**src/rtl/seven_seg_readback.sv**
```systemverilog
// -----------------------------------------------------------------------------
// seven_seg_readback
// Receive side of the 2-digit multiplexed 7-segment display bus. The segment
// and anode lines are synchronised, a pattern must sit unchanged for
// STABLE_CYCLES samples before it is trusted, and the qualified pattern is
// decoded back into a BCD score for the digit whose anode is active.
//
// Optional feature macro: SEVEN_SEG_READBACK_TIMEOUT_EN
//   When defined, each digit's valid bit drops after TIMEOUT_CYCLES without a
//   legal qualified capture of that digit (the BCD value is kept).
//
// Segment patterns are compared as written in the decode table below, as the
// literal 7-bit value seen on seg_i (active-low, 1111111 = blank).
// -----------------------------------------------------------------------------
module seven_seg_readback #(
    parameter int STABLE_CYCLES  = 1024,
    parameter int TIMEOUT_CYCLES = 1_000_000
) (
    input  logic       clk_i,
    input  logic       reset_n_i,
    input  logic [6:0] seg_i,
    input  logic [1:0] an_i,
    output logic [3:0] score1_bcd_o,
    output logic [3:0] score2_bcd_o,
    output logic       score1_valid_o,
    output logic       score2_valid_o,
    output logic       update_o,
    output logic       decode_err_o
);

    localparam int CNT_W = ($clog2(STABLE_CYCLES) < 1) ? 1 : $clog2(STABLE_CYCLES);
    localparam logic [CNT_W-1:0] CNT_LAST = CNT_W'(STABLE_CYCLES - 1);
    localparam logic [CNT_W-1:0] CNT_ONE  = CNT_W'(1);

`ifdef SEVEN_SEG_READBACK_TIMEOUT_EN
    localparam int TMO_W = ($clog2(TIMEOUT_CYCLES) < 1) ? 1 : $clog2(TIMEOUT_CYCLES);
    localparam logic [TMO_W-1:0] TMO_LAST = TMO_W'(TIMEOUT_CYCLES - 1);
`endif

    typedef enum logic [1:0] {
        S_WAIT = 2'd0,
        S_QUAL = 2'd1,
        S_LOCK = 2'd2
    } stateT;

    // Two-flop synchronisers plus the previous synced sample for change detect
    logic [6:0] segS1_q, segS2_q;
    logic [1:0] anS1_q, anS2_q;
    logic [8:0] prevSample_q;

    stateT            state_q, state_d;
    logic [CNT_W-1:0] cnt_q, cnt_d;

    logic [3:0] score1Bcd_q, score1Bcd_d;
    logic [3:0] score2Bcd_q, score2Bcd_d;
    logic       score1Valid_q, score1Valid_d;
    logic       score2Valid_q, score2Valid_d;
    logic       update_q, update_d;
    logic       decodeErr_q, decodeErr_d;

`ifdef SEVEN_SEG_READBACK_TIMEOUT_EN
    logic [TMO_W-1:0] tmo1_q, tmo1_d;
    logic [TMO_W-1:0] tmo2_q, tmo2_d;
`endif

    logic [8:0] sample;
    logic       changed;
    logic       anOneHot;
    logic       capture;
    logic       selDigit1;
    logic       patLegal;
    logic [3:0] patDigit;

    // Map a qualified segment pattern to {legal, digit}
    function automatic logic [4:0] decodeSeg(input logic [6:0] seg);
        logic [4:0] res;
        res = 5'b0_0000;
        case (seg)
            7'b0000001: res = 5'b1_0000;
            7'b1001111: res = 5'b1_0001;
            7'b0010010: res = 5'b1_0010;
            7'b0000110: res = 5'b1_0011;
            7'b1001100: res = 5'b1_0100;
            7'b0100100: res = 5'b1_0101;
            7'b0100000: res = 5'b1_0110;
            7'b0001111: res = 5'b1_0111;
            7'b0000000: res = 5'b1_1000;
            7'b0000100: res = 5'b1_1001;
            default:    res = 5'b0_0000;
        endcase
        return res;
    endfunction

    assign sample    = {anS2_q, segS2_q};
    assign changed   = (sample != prevSample_q);
    assign anOneHot  = (anS2_q == 2'b10) || (anS2_q == 2'b01);
    assign selDigit1 = (anS2_q == 2'b10);
    assign {patLegal, patDigit} = decodeSeg(segS2_q);

    // Synchronise the bus and remember last cycle's synced sample
    always_ff @(posedge clk_i or negedge reset_n_i) begin
        if (!reset_n_i) begin
            segS1_q      <= '0;
            segS2_q      <= '0;
            anS1_q       <= '0;
            anS2_q       <= '0;
            prevSample_q <= '0;
        end else begin
            segS1_q      <= seg_i;
            segS2_q      <= segS1_q;
            anS1_q       <= an_i;
            anS2_q       <= anS1_q;
            prevSample_q <= sample;
        end
    end

    // Qualification state and stability counter
    always_ff @(posedge clk_i or negedge reset_n_i) begin
        if (!reset_n_i) begin
            state_q <= S_WAIT;
            cnt_q   <= '0;
        end else begin
            state_q <= state_d;
            cnt_q   <= cnt_d;
        end
    end

    // Next-state logic; the cycle in which a new pattern first appears counts
    // as sample zero, so the qualifying sample count is cnt + 1
    always_comb begin
        state_d = state_q;
        cnt_d   = cnt_q;
        capture = 1'b0;
        case (state_q)
            S_WAIT: begin
                if (anOneHot) begin
                    state_d = S_QUAL;
                    cnt_d   = CNT_ONE;
                end
            end
            S_QUAL: begin
                if (changed) begin
                    if (anOneHot) begin
                        cnt_d = CNT_ONE;
                    end else begin
                        state_d = S_WAIT;
                        cnt_d   = '0;
                    end
                end else if (cnt_q == CNT_LAST) begin
                    capture = 1'b1;
                    state_d = S_LOCK;
                end else begin
                    cnt_d = cnt_q + CNT_ONE;
                end
            end
            S_LOCK: begin
                if (changed) begin
                    if (anOneHot) begin
                        state_d = S_QUAL;
                        cnt_d   = CNT_ONE;
                    end else begin
                        state_d = S_WAIT;
                        cnt_d   = '0;
                    end
                end
            end
            default: begin
                state_d = S_WAIT;
                cnt_d   = '0;
            end
        endcase
    end

    // Score registers, valid bits, pulses and (optionally) staleness timers
    always_ff @(posedge clk_i or negedge reset_n_i) begin
        if (!reset_n_i) begin
            score1Bcd_q   <= '0;
            score2Bcd_q   <= '0;
            score1Valid_q <= 1'b0;
            score2Valid_q <= 1'b0;
            update_q      <= 1'b0;
            decodeErr_q   <= 1'b0;
`ifdef SEVEN_SEG_READBACK_TIMEOUT_EN
            tmo1_q        <= '0;
            tmo2_q        <= '0;
`endif
        end else begin
            score1Bcd_q   <= score1Bcd_d;
            score2Bcd_q   <= score2Bcd_d;
            score1Valid_q <= score1Valid_d;
            score2Valid_q <= score2Valid_d;
            update_q      <= update_d;
            decodeErr_q   <= decodeErr_d;
`ifdef SEVEN_SEG_READBACK_TIMEOUT_EN
            tmo1_q        <= tmo1_d;
            tmo2_q        <= tmo2_d;
`endif
        end
    end

    // Capture handling; staleness is applied first so a same-cycle capture wins
    always_comb begin
        score1Bcd_d   = score1Bcd_q;
        score2Bcd_d   = score2Bcd_q;
        score1Valid_d = score1Valid_q;
        score2Valid_d = score2Valid_q;
        update_d      = 1'b0;
        decodeErr_d   = 1'b0;
`ifdef SEVEN_SEG_READBACK_TIMEOUT_EN
        tmo1_d = (tmo1_q == TMO_LAST) ? tmo1_q : tmo1_q + TMO_W'(1);
        tmo2_d = (tmo2_q == TMO_LAST) ? tmo2_q : tmo2_q + TMO_W'(1);
        if (tmo1_q == TMO_LAST) begin
            score1Valid_d = 1'b0;
        end
        if (tmo2_q == TMO_LAST) begin
            score2Valid_d = 1'b0;
        end
`endif
        if (capture) begin
            if (patLegal) begin
                if (selDigit1) begin
                    score1Bcd_d   = patDigit;
                    score1Valid_d = 1'b1;
                    update_d      = (patDigit != score1Bcd_q) || !score1Valid_q;
`ifdef SEVEN_SEG_READBACK_TIMEOUT_EN
                    tmo1_d        = '0;
`endif
                end else begin
                    score2Bcd_d   = patDigit;
                    score2Valid_d = 1'b1;
                    update_d      = (patDigit != score2Bcd_q) || !score2Valid_q;
`ifdef SEVEN_SEG_READBACK_TIMEOUT_EN
                    tmo2_d        = '0;
`endif
                end
            end else begin
                decodeErr_d = 1'b1;
                if (selDigit1) begin
                    score1Valid_d = 1'b0;
                end else begin
                    score2Valid_d = 1'b0;
                end
            end
        end
    end

    assign score1_bcd_o   = score1Bcd_q;
    assign score2_bcd_o   = score2Bcd_q;
    assign score1_valid_o = score1Valid_q;
    assign score2_valid_o = score2Valid_q;
    assign update_o       = update_q;
    assign decode_err_o   = decodeErr_q;

endmodule

```
**config.mk**
```make
export PLATFORM = sky130hd
export DESIGN_NAME = seven_seg_readback
export DESIGN_NICKNAME = d
export VERILOG_FILES = /design/src/rtl/seven_seg_readback.sv
export SDC_FILE = /design/constraint.sdc
export NUM_CORES = 1
export LEC_CHECK = 0
export ABC_AREA = 1
export CORE_ASPECT_RATIO = 0.75
export CORE_MARGIN = 4
export CORE_UTILIZATION = 55
export CTS_CLUSTER_DIAMETER = 60
export DETAILED_ROUTE_END_ITERATION = 16
export PLACE_DENSITY = 0.77
export SLEW_MARGIN = 20
export SYNTH_ARGS = -nofsm -noshare
export SYNTH_HDL_FRONTEND = slang
export SYNTH_SLANG_ARGS = --single-unit
```
**constraint.sdc**
```tcl
create_clock -name clk_i -period 1.7 [get_ports clk_i]
set_input_delay 0.34 -clock clk_i [delete_from_list [all_inputs] [get_ports clk_i]]
set_output_delay 0.34 -clock clk_i [all_outputs]
set_load 0.02 [all_outputs]
```
==> results_dict.tcl <==
set metrics [dict create \
    outcome "complete, but fails checks" \
    violations "negative setup slack" \
    path_buf_inv 1 \
    cp_top_family "simple AND/OR/NAND/NOR gates" \
    arrival_ns 1.93 \
    reg2reg_depth 10 \
    crit_top_cell "nand2_1" \
    antenna_cells 0 \
    vias_per_cell 5.14 \
    final_common_cell "nand2_1" \
    worstSetupStartpointType "flop" \
    fin_area_um2 3070 \
    clkLatencyLatePin_ns 0.30 \
    cp-endpoint "cnt_q[3]" \
    dieHeight_um 66.7 \
    peakVddDrop_mv 0.584 \
    vias 2045 \
    r2r_start "cnt_q[1]" \
    first_pass_iters 4 \
    rows 21 \
    setup_violations 8 \
    final.setup_skew_ns 0.00642 \
    cap_violations 0 \
    max_stage_delay_ns 0.40 \
    antenna_found_initial 0 \
    grt_pass1_wl_um 8380 \
    netlist-cell-type-count 28 \
    syn_nets 316 \
    hold_slack_ns 0.000752 \
    worst_setup_path_end_kind "flop" \
    ys_warn_count 0 \
    fin_crit_sh_pct 102 \
    cts_hold_buf 0 \
    h-tree-depth 2 \
    min_path_type "in -> async" \
    reg2reg_to "cnt_q[3]" \
    crit_type "reg -> reg" \
    cts-root-buf "clkbuf_8" \
    wl_um 5090 \
    synthTopCellsByArea "dfrtp_1 51%, nand2_1 13%, nor2_1 5.2%, inv_1 5.1%, nand3_1 3.6%" \
    grt_max_degree 52 \
    clock-sinks 51 \
    worst_slew_pin_slew_ns 0.376 \
    p_total_w 0.00246 \
    cts_buffers 5 \
    cp_data_required_time_ns 1.91 \
    gr-usage-all-layers_pct 18.8 \
    power_per_cell_area_nw_per_um2 801 \
    worstPathMaxFanout 4 \
    rsz0062_at_grt "yes" \
    timing_hold_violations_final 0 \
    dieArea_um2 5750 \
    p_leak_nw 1.56 \
    ctsLongestPathBuffers 2 \
    post_drt_wl_per_cell_um 12.8 \
    yosysTopAreaCell "dfrtp_1" \
    syn_area_per_cell_um2 8.34 \
    area_growth_pct 21.6 \
    drv_slew 0 \
    startpoint "cnt_q[1]" \
    nFillCells 358 \
    syn-instance-count 303 \
    cts_tree "yes" \
    layout_common_cells "83 x nand2_1, 46 x dfrtp_1, 32 x inv_1" \
    cp_cell_sequence "ha_2, nand2_1, nor2_2, nand2_2, nor2_4, inv_2, nor2_4, nor2_1, nand2_1, nand2_1" \
    max_slew_margin_pct 74.9 \
    final_core_util_pct 69.2 \
    final_layout_size_suffix_gt1_share_pct 23.8 \
    grt_overflow 0 \
    core_area_um2 4440 \
    seq_area_frac_synth_pct 50.5 \
    cp_num_cells 10 \
    netlist_area_um2 2530 \
    postPlaceCellArea_um2 2840 \
    io_buffers 22 \
    die_w_um 86.3 \
    start_util_pct 56.9 \
    drc 0 \
    timing.fmax_ghz 0.578 \
    grt_pass1_vias 1859 \
    ioPinCount 23 \
    ys_ff_latch 51 \
    cts.clk_slew.worst_paths_ns 0.10 \
    dr.first_iter.drc_count 120 \
    fin_crit_ns 1.73 \
    rrSetupSlack_ns -0.03 \
    finalNetCount 353 \
    dp_hpwl_um 3570 \
    place_congestion 0.880 \
    yosysTopAreaCellShare_pct 50.5 \
    slowest_stage "dfrtp_1" \
    route.antenna.remaining_nets 0 \
    setup_slack_ns -0.0288 \
]
-- worst register-to-register path: stages, from the launching register on --
cell and delay, ns:
dfrtp_1 0.40, ha_2 0.20, nand2_1 0.09, nor2_2 0.17, nand2_2 0.10, nor2_4 0.12
inv_2 0.06, nor2_4 0.19, nor2_1 0.15, nand2_1 0.09, nand2_1 0.05
-- worst min-delay path by stage --
stage	slack, ns	to
after CTS	0.02	cnt_q[6]
after global placement	0.33	anS2_q[1]
after floorplan	0.04	anS1_q[0]
after global routing	0.02	prevSample_q[8]
after detailed placement	0.33	anS2_q[1]
final	0.0008	score2_bcd_o[0]
-- Yosys cell counts --
cell type  number
o31ai_2         1
a21boi_1        1
nand4_1         7
inv_1          34
xor2_1          4
a21oi_1         1
ha_1            2
xnor2_1         6
dfrtp_1        51
a31oi_1         1
nand2_2        13
o21ai_2         4
nor2_1         35
nand3_4         1
nor2_2          7
or2_2           1
or2_1           1
o21ai_1         5
nand3_1        18
nor3_1          3
o21ai_0         5
nand2_4         2
inv_2           6
nand3_2         3
buf_12          1
or2_0           1
nand2_1        86
nor2_4          3
-- metrics by stage --
step,setup TNS (ns),setup slack (ns),instances
floorplan,0,0.185,303
global placement,0,0.0719,386
CTS,0,0.0125,394
finish,-0.0693,-0.0288,398
detailed placement,0,0.0557,386
global route,-2.31,-0.148,398
-- report_power, final --
part / internal (W) / switching (W)
clock: 0.000296 / 0.000415
sequential: 0.00127 / 0.0000412
combinational: 0.000160 / 0.000278
-- repair_timing --
item	in CTS	in global routing
buffers inserted	0	4
setup endpoints to repair	1	29
pin swaps	0	7
gates resized for setup	1	36
-- flip-flops by register name, indices dropped and copies added, names as in the netlist --
signal and flops:
cnt_q 10, prevSample_q 9, segS1_q 7, segS2_q 7, score1_bcd_o 4, score2_bcd_o 4
anS1_q 2, anS2_q 2, state_q 2, decode_err_o 1, score1_valid_o 1, score2_valid_o 1
update_o 1
-- area by class of cell --
cell class	instances	area [µm²]	area share, %
clock buffers	5	68.8	2.24
clock inverters	3	22.5	0.733
inverters	40	150	4.89
multi-input cells	211	1170	37.9
flip-flops and latches	51	1280	41.7
well taps	57	71.3	2.32
repair buffers	31	312	10.1
-- layer usage --
layer | wire (µm) | up-vias | global-route usage (%)
met2 | 2400 | 68 | 30.6
met1 | 2290 | 956 | 24.9
met3 | 331 | 6 | 4.70
li1 | - | 1015 | -
met5 | 0 | - | 0
met4 | 61 | 0 | 6.23
-- kinds of logic (layout without fill, tap and decap cells) --
kind of cell / after synthesis / after routing / synth area share [%]
and+or+nand+nor: 181 / 181 / 33.7
DFF: 51 / 51 / 50.5
buffers and inverters: 41 / 79 / 6.74
xor gates and xnor gates: 10 / 10 / 3.47
AOI/OAI and AO/OA: 18 / 18 / 4.61
adders and majority gates: 2 / 2 / 0.990
(Power assumes the default switching activity.)
